<file path="config.mk">
export PLATFORM = sky130hd
export DESIGN_NAME = im_fetch_stage
export DESIGN_NICKNAME = d
export VERILOG_FILES = /design/src/rtl/im_fetch_pkg.sv /design/src/rtl/im_fetch_stage_fifo.sv /design/src/rtl/im_fetch_stage.sv
export SDC_FILE = /design/constraint.sdc
export NUM_CORES = 2
export LEC_CHECK = 0
export ABC_AREA = 0
export CAP_MARGIN = 20
export CORE_ASPECT_RATIO = 1.4
export CORE_MARGIN = 2
export CORE_UTILIZATION = 25
export CTS_BUF_LIST = sky130_fd_sc_hd__clkbuf_16
export DETAILED_ROUTE_END_ITERATION = 8
export PLACE_DENSITY = 0.4
export SYNTH_ARGS = -nofsm -noshare
export SYNTH_HDL_FRONTEND = slang
export SYNTH_SLANG_ARGS = --single-unit
</file>
<file path="constraint.sdc">
create_clock -name clk_i -period 13.75 [get_ports clk_i]
set_clock_uncertainty 0.1 [all_clocks]
set_input_delay 2.75 -clock clk_i [delete_from_list [all_inputs] [get_ports clk_i]]
set_output_delay 2.75 -clock clk_i [all_outputs]
set_load 0.01 [all_outputs]
</file>
<file path="src/rtl/im_fetch_pkg.sv">
// Shared helpers for the item-memory fetch stage.
package im_fetch_pkg;

    // Bits needed to count 0..depth inclusive.
    function automatic int unsigned cnt_width(input int unsigned depth);
        return (depth < 1) ? 1 : $clog2(depth + 1);
    endfunction

endpackage

</file>
<file path="src/rtl/im_fetch_stage_fifo.sv">
// Synchronous result FIFO with a registered head word.
module im_fetch_fifo
    import im_fetch_pkg::*;
#(
    parameter int unsigned Width = 512,
    parameter int unsigned Depth = 4
) (
    input  logic             clk_i,
    input  logic             rst_ni,
    input  logic             clr_i,
    input  logic             push_i,
    input  logic [Width-1:0] wdata_i,
    input  logic             pop_i,
    output logic [Width-1:0] rdata_o,
    output logic             full_o,
    output logic             empty_o
);
    localparam int unsigned PtrW = (Depth > 1) ? $clog2(Depth) : 1;
    localparam int unsigned CntW = cnt_width(Depth);
    localparam logic [PtrW-1:0] LastPtr = PtrW'(Depth - 1);
    localparam logic [CntW-1:0] DepthC = CntW'(Depth);

    function automatic logic [PtrW-1:0] inc(input logic [PtrW-1:0] p);
        return (p == LastPtr) ? '0 : p + 1'b1;
    endfunction

    logic [Width-1:0] mem_q [Depth];
    logic [Width-1:0] head_q, head_d;
    logic [PtrW-1:0]  wr_q, wr_d, rd_q, rd_d;
    logic [CntW-1:0]  cnt_q, cnt_d;
    logic             do_push, do_pop;

    assign full_o  = (cnt_q == DepthC);
    assign empty_o = (cnt_q == '0);
    assign do_pop  = pop_i & ~empty_o;
    assign do_push = push_i & (~full_o | do_pop);
    assign rdata_o = head_q;

    always_comb begin
        wr_d   = wr_q;
        rd_d   = rd_q;
        cnt_d  = cnt_q;
        head_d = head_q;
        if (clr_i) begin
            wr_d  = '0;
            rd_d  = '0;
            cnt_d = '0;
        end else begin
            if (do_push) wr_d = inc(wr_q);
            if (do_pop)  rd_d = inc(rd_q);
            if (do_push && !do_pop) cnt_d = cnt_q + 1'b1;
            if (!do_push && do_pop) cnt_d = cnt_q - 1'b1;
            // Head is the oldest live word, refreshed whenever it changes.
            if (do_pop) begin
                if (cnt_q == CntW'(1)) begin
                    if (do_push) head_d = wdata_i;
                end else begin
                    head_d = mem_q[inc(rd_q)];
                end
            end else if (do_push && empty_o) begin
                head_d = wdata_i;
            end
        end
    end

    always_ff @(posedge clk_i or negedge rst_ni) begin
        if (!rst_ni) begin
            wr_q   <= '0;
            rd_q   <= '0;
            cnt_q  <= '0;
            head_q <= '0;
        end else begin
            wr_q   <= wr_d;
            rd_q   <= rd_d;
            cnt_q  <= cnt_d;
            head_q <= head_d;
        end
    end

    always_ff @(posedge clk_i) begin
        if (do_push && !clr_i) mem_q[wr_q] <= wdata_i;
    end

    a_no_overflow : assert property (
        @(posedge clk_i) disable iff (!rst_ni)
        !(push_i && full_o && !pop_i && !clr_i)
    );

endmodule

</file>
<file path="src/rtl/im_fetch_stage.sv">
// Item-memory fetch stage: credit-gated reads into an in-order result FIFO.
module im_fetch_stage
    import im_fetch_pkg::*;
#(
    parameter int unsigned NumTotIm    = 1024,
    parameter int unsigned HVDimension = 512,
    parameter int unsigned ReadLatency = 1,
    parameter int unsigned FifoDepth   = 4,
    parameter int unsigned ImAddrWidth = $clog2(NumTotIm)
) (
    input  logic                   clk_i,
    input  logic                   rst_ni,
    input  logic                   en_i,
    input  logic                   clr_i,
    input  logic [ImAddrWidth-1:0] addr_i,
    input  logic                   addr_valid_i,
    output logic                   addr_ready_o,
    output logic                   mem_req_o,
    output logic [ImAddrWidth-1:0] mem_addr_o,
    input  logic [HVDimension-1:0] mem_rdata_i,
    output logic [HVDimension-1:0] hv_o,
    output logic                   hv_valid_o,
    input  logic                   hv_ready_i,
    output logic                   busy_o
);
    localparam int unsigned UsedW = cnt_width(FifoDepth);
    localparam logic [UsedW-1:0] DepthU = UsedW'(FifoDepth);

    logic                   flush;
    logic                   accept;
    logic                   push;
    logic                   pop;
    logic                   fifo_empty;
    logic                   fifo_full;
    logic [UsedW-1:0]       used_q, used_d;
    logic [ReadLatency-1:0] vld_q, vld_d;

    assign flush = ~en_i | clr_i;

    // Credits cover in-flight reads too, so a landing read always has a slot.
    assign addr_ready_o = rst_ni & ~flush & (used_q < DepthU);
    assign accept       = addr_ready_o & addr_valid_i;
    assign mem_req_o    = accept;
    assign mem_addr_o   = addr_i;

    assign push       = vld_q[ReadLatency-1] & ~flush;
    assign hv_valid_o = ~flush & ~fifo_empty;
    assign pop        = hv_valid_o & hv_ready_i;
    assign busy_o     = (used_q != '0);

    always_comb begin
        vld_d  = ReadLatency'({vld_q, accept});
        used_d = used_q + UsedW'(accept) - UsedW'(pop);
        if (flush) begin
            vld_d  = '0;
            used_d = '0;
        end
    end

    always_ff @(posedge clk_i or negedge rst_ni) begin
        if (!rst_ni) begin
            vld_q  <= '0;
            used_q <= '0;
        end else begin
            vld_q  <= vld_d;
            used_q <= used_d;
        end
    end

    im_fetch_fifo #(
        .Width (HVDimension),
        .Depth (FifoDepth)
    ) u_fifo (
        .clk_i   (clk_i),
        .rst_ni  (rst_ni),
        .clr_i   (flush),
        .push_i  (push),
        .wdata_i (mem_rdata_i),
        .pop_i   (pop),
        .rdata_o (hv_o),
        .full_o  (fifo_full),
        .empty_o (fifo_empty)
    );

    a_used_bound : assert property (
        @(posedge clk_i) disable iff (!rst_ni) used_q <= DepthU
    );

    a_push_room : assert property (
        @(posedge clk_i) disable iff (!rst_ni) !(push && fifo_full && !pop)
    );

endmodule

</file>
==> run metrics <==
outcome=finished, final reports clean; Final Max Slew Viols=0; via count=roughly 51k; H-Tree Depth=5; DR iter-0 viols=3244; register area share after synthesis=roughly 80%; Least-Margin Pin Slew=approximately 1200 ps; critical path class=in -> out; final setup violation count=0; clock slew at reported path FFs=60 ps; final hold viol count=0; internal power=between 10 and 15 mW; combinational share of power=about an eighth; Post-Layout Inst Area=~0.12 mm²; die width=527 µm; CTS max path bufs=4; switching share of power=~25%; Syn Nets=approximately 5.5k; initial antenna violation count=126; WHS Path Cells=2; worst hold endpoint=u_fifo.rdata_o[16]$_DFFE_PN0P_; post-CTS setup buffers=0; Layout fillers=around 37k; Tcrit/Tclk final=between 50 and 60%; CTS root buffer=clkbuf_16; maximum VDD drop=0.108 mV; layout cell share with drive strength beyond 1=15.2%; CTS buffer count=280; die area=0.387 mm²; slew margin rel.=18.1%; hold wc startpoint=u_fifo.rdata_o[16]$_DFFE_PN0P_; die extent in y=~740 µm; Post-DP HPWL=between 150000 and 200000 µm; fin util=roughly a third; crit start category=input pin; nets=6633; DRC Markers=0; global placement routability congestion=between 0.7 and 0.8; Layout area overhead=25.5%; CP Capture Type=output port; Hold Crit Class=reg -> reg; distinct cell type count after synthesis=39; I/O Buffers=~1.0k; Post-DP Area=approximately 0.11 mm²; Leakage Power=~39 nW; area of the mapped netlist=between 0.09 and 0.1 mm²; crit path DAT=slightly above 5000 ps; Cell Pwr Density=about 160 mW/mm²; FF-to-FF Start=u_fifo.cnt_q[0]$_DFFE_PN0P_; register share of total power=49.7%; NetSw=4.62 mW; most frequent cells in the layout=edfxtp_1, nor2_1, clkdlybuf4s50_1; Min Hold Slack=about 400 ps; reg2reg end=u_fifo.mem_q[0][218]$_DFFE_PP_; DR vias/cell=between 4 and 5; Routed WL=~300000 µm; largest net degree at the start of global routing=between 100 and 150; R2R cell count=8; Highest Clock Rate=between 100 and 150 MHz; first-pass GRT wire length=approximately 410000 µm; Resize count post-CTS=0; Starting Density=25.1%; post-route ant nets=0; GRT Util Overall=14.7%; Syn Inst Count=about 5.0k; vias in the first global route=around 54k; CTS tree=built; Tmin final=7950 ps; Clock Sink Count=about 2.6k; Ports=~1.1k; reg-to-reg slack, setup=9080 ps; Post-CTS Hold Fix Bufs=0; max-cap violations=0; clock network fraction of design power=38.4%; post-place setup slack=roughly 5700 ps; post-route setup slack=5800 ps; Avg Synthesized Cell Area=between 15 and 20 µm²; routed len/inst=~26 µm; unrepaired setup endpoints after global routing=no; Crit path required time=~11000 ps; GR Overflow Total=0; row cnt=about 270; Yosys warnings=0; commonest non-fill, non-tap cell in the layout=edfxtp_1; first-pass detailed-route iteration total=5; Worst-Skew Late Latency=around 900 ps; CORE AREA=~0.38 mm²; Synth Register Bits=about 2.6k; CP Max Fanout=10
## Yosys cell counts
| master | number | area [µm²] |
|---|---|---|
| edfxtp_1 | 2048 | 61500 |
| nor2_1 | 1034 | 3880 |
| dfrtp_1 | 523 | 13100 |
| mux4_2 | 512 | 11500 |
| o22ai_1 | 512 | 3200 |
| buf_2 | 98 | 490 |
| buf_4 | 65 | 488 |
| clkbuf_1 | 62 | 233 |
| buf_6 | 53 | 597 |
| buf_1 | 22 | 82.6 |
| ha_1 | 11 | 138 |
| inv_1 | 10 | 37.5 |
| and3_1 | 4 | 25.0 |
| mux2i_1 | 4 | 40.0 |
| nor2b_1 | 4 | 25.0 |
| and2_1 | 3 | 18.8 |
| nand2_1 | 3 | 11.3 |
| nand3_1 | 3 | 15.0 |
| xnor2_1 | 3 | 26.3 |
| a21oi_1 | 2 | 10.0 |
| nor3_1 | 2 | 10.0 |
| or3_1 | 2 | 12.5 |
| a221oi_1 | 1 | 8.76 |
| a311oi_1 | 1 | 8.76 |
| a31o_2 | 1 | 8.76 |
| a31oi_1 | 1 | 6.26 |
| and3b_1 | 1 | 8.76 |
| and4_1 | 1 | 8.76 |
| fa_1 | 1 | 20.0 |
| nand2b_1 | 1 | 6.26 |
| nand2b_4 | 1 | 13.8 |
| nor3b_1 | 1 | 7.51 |
| o21a_1 | 1 | 7.51 |
| o21ai_0 | 1 | 5.00 |
| o21bai_1 | 1 | 7.51 |
| o221a_2 | 1 | 11.3 |
| or2_1 | 1 | 6.26 |
| or4_4 | 1 | 11.3 |
| xor2_1 | 1 | 8.76 |
## kinds of logic after synthesis
| family | after synthesis | share of synthesized area (%) |
|---|---|---|
| compound gates | 522 | 3.43 |
| xor+xnor | 4 | 0.0366 |
| fa+ha+maj | 12 | 0.165 |
| buf+inv | 310 | 2.02 |
| flops | 2571 | 78.0 |
| mux | 516 | 12.1 |
| simple gates | 1062 | 4.25 |
## through the flow
| step | power, mW | std cells | setup TNS [ps] |
|---|---|---|---|
| detailed placement | 11.7 | 10805 | 0 |
| floorplan | 9.96 | 4997 | -1196180 |
| global route | 19.4 | 11329 | 0 |
| CTS | 19.0 | 11316 | 0 |
| global placement | 11.7 | 10805 | 0 |
| finish | 18.6 | 11355 | 0 |
## critical path: stages
cell and delay (ps):
clkdlybuf4s50_1 440, nand2b_4 240, nor3b_1 820, and2_1 270, clkdlybuf4s50_1 550
## power groups by stage
stage | clock (mW) | sequential, mW | combinational (mW)
6_report | 7.16 | 9.27 | 2.21
5_1_grt | 7.70 | 9.32 | 2.39
4_1_cts | 7.44 | 9.28 | 2.26
3_5_place_dp | 0 | 9.44 | 2.25
3_3_place_gp | 0 | 9.42 | 2.25
2_1_floorplan | 0 | 9.52 | 0.445
## flip-flops by register name (all words and copies together) (netlist names)
signal,cells
used_q,3
u_fifo.rdata_o,512
u_fifo.rd_q,2
vld_q,1
u_fifo.mem_q,2048
u_fifo.wr_q,2
u_fifo.cnt_q,3
## routing by layer
metal	up-vias	routed length [µm]	global-route usage [%]
met4	82	8180	4.24
met2	1426	143000	24.6
met3	508	21300	4.24
li1	21993	-	-
met5	-	527	0
met1	27039	119000	18.3
## cell type report
type,count,area (µm²),area share [%]
Multi-Input combinational cell,2116,19200,16.0
Timing Repair Buffer,1114,11300,9.43
Sequential cell,2571,74600,62.2
Clock inverter,229,1500,1.25
Clock buffer,282,7060,5.88
Inverter,10,37.5,0.0313
Antenna cell,38,95.1,0.0792
Tap cell,4995,6250,5.21
## how the worst max path moves through the flow
stage                    start                            to  cells after the start
floorplan           hv_ready_i  u_fifo.mem_q[3][0]$_DFFE_PP_                      4
global placement          en_i                     mem_req_o                      5
finish                   clr_i                     mem_req_o                      5
global route             clr_i                     mem_req_o                      5
CTS                      clr_i                     mem_req_o                      5
detailed placement        en_i                     mem_req_o                      5
(Power assumes the default switching activity.)
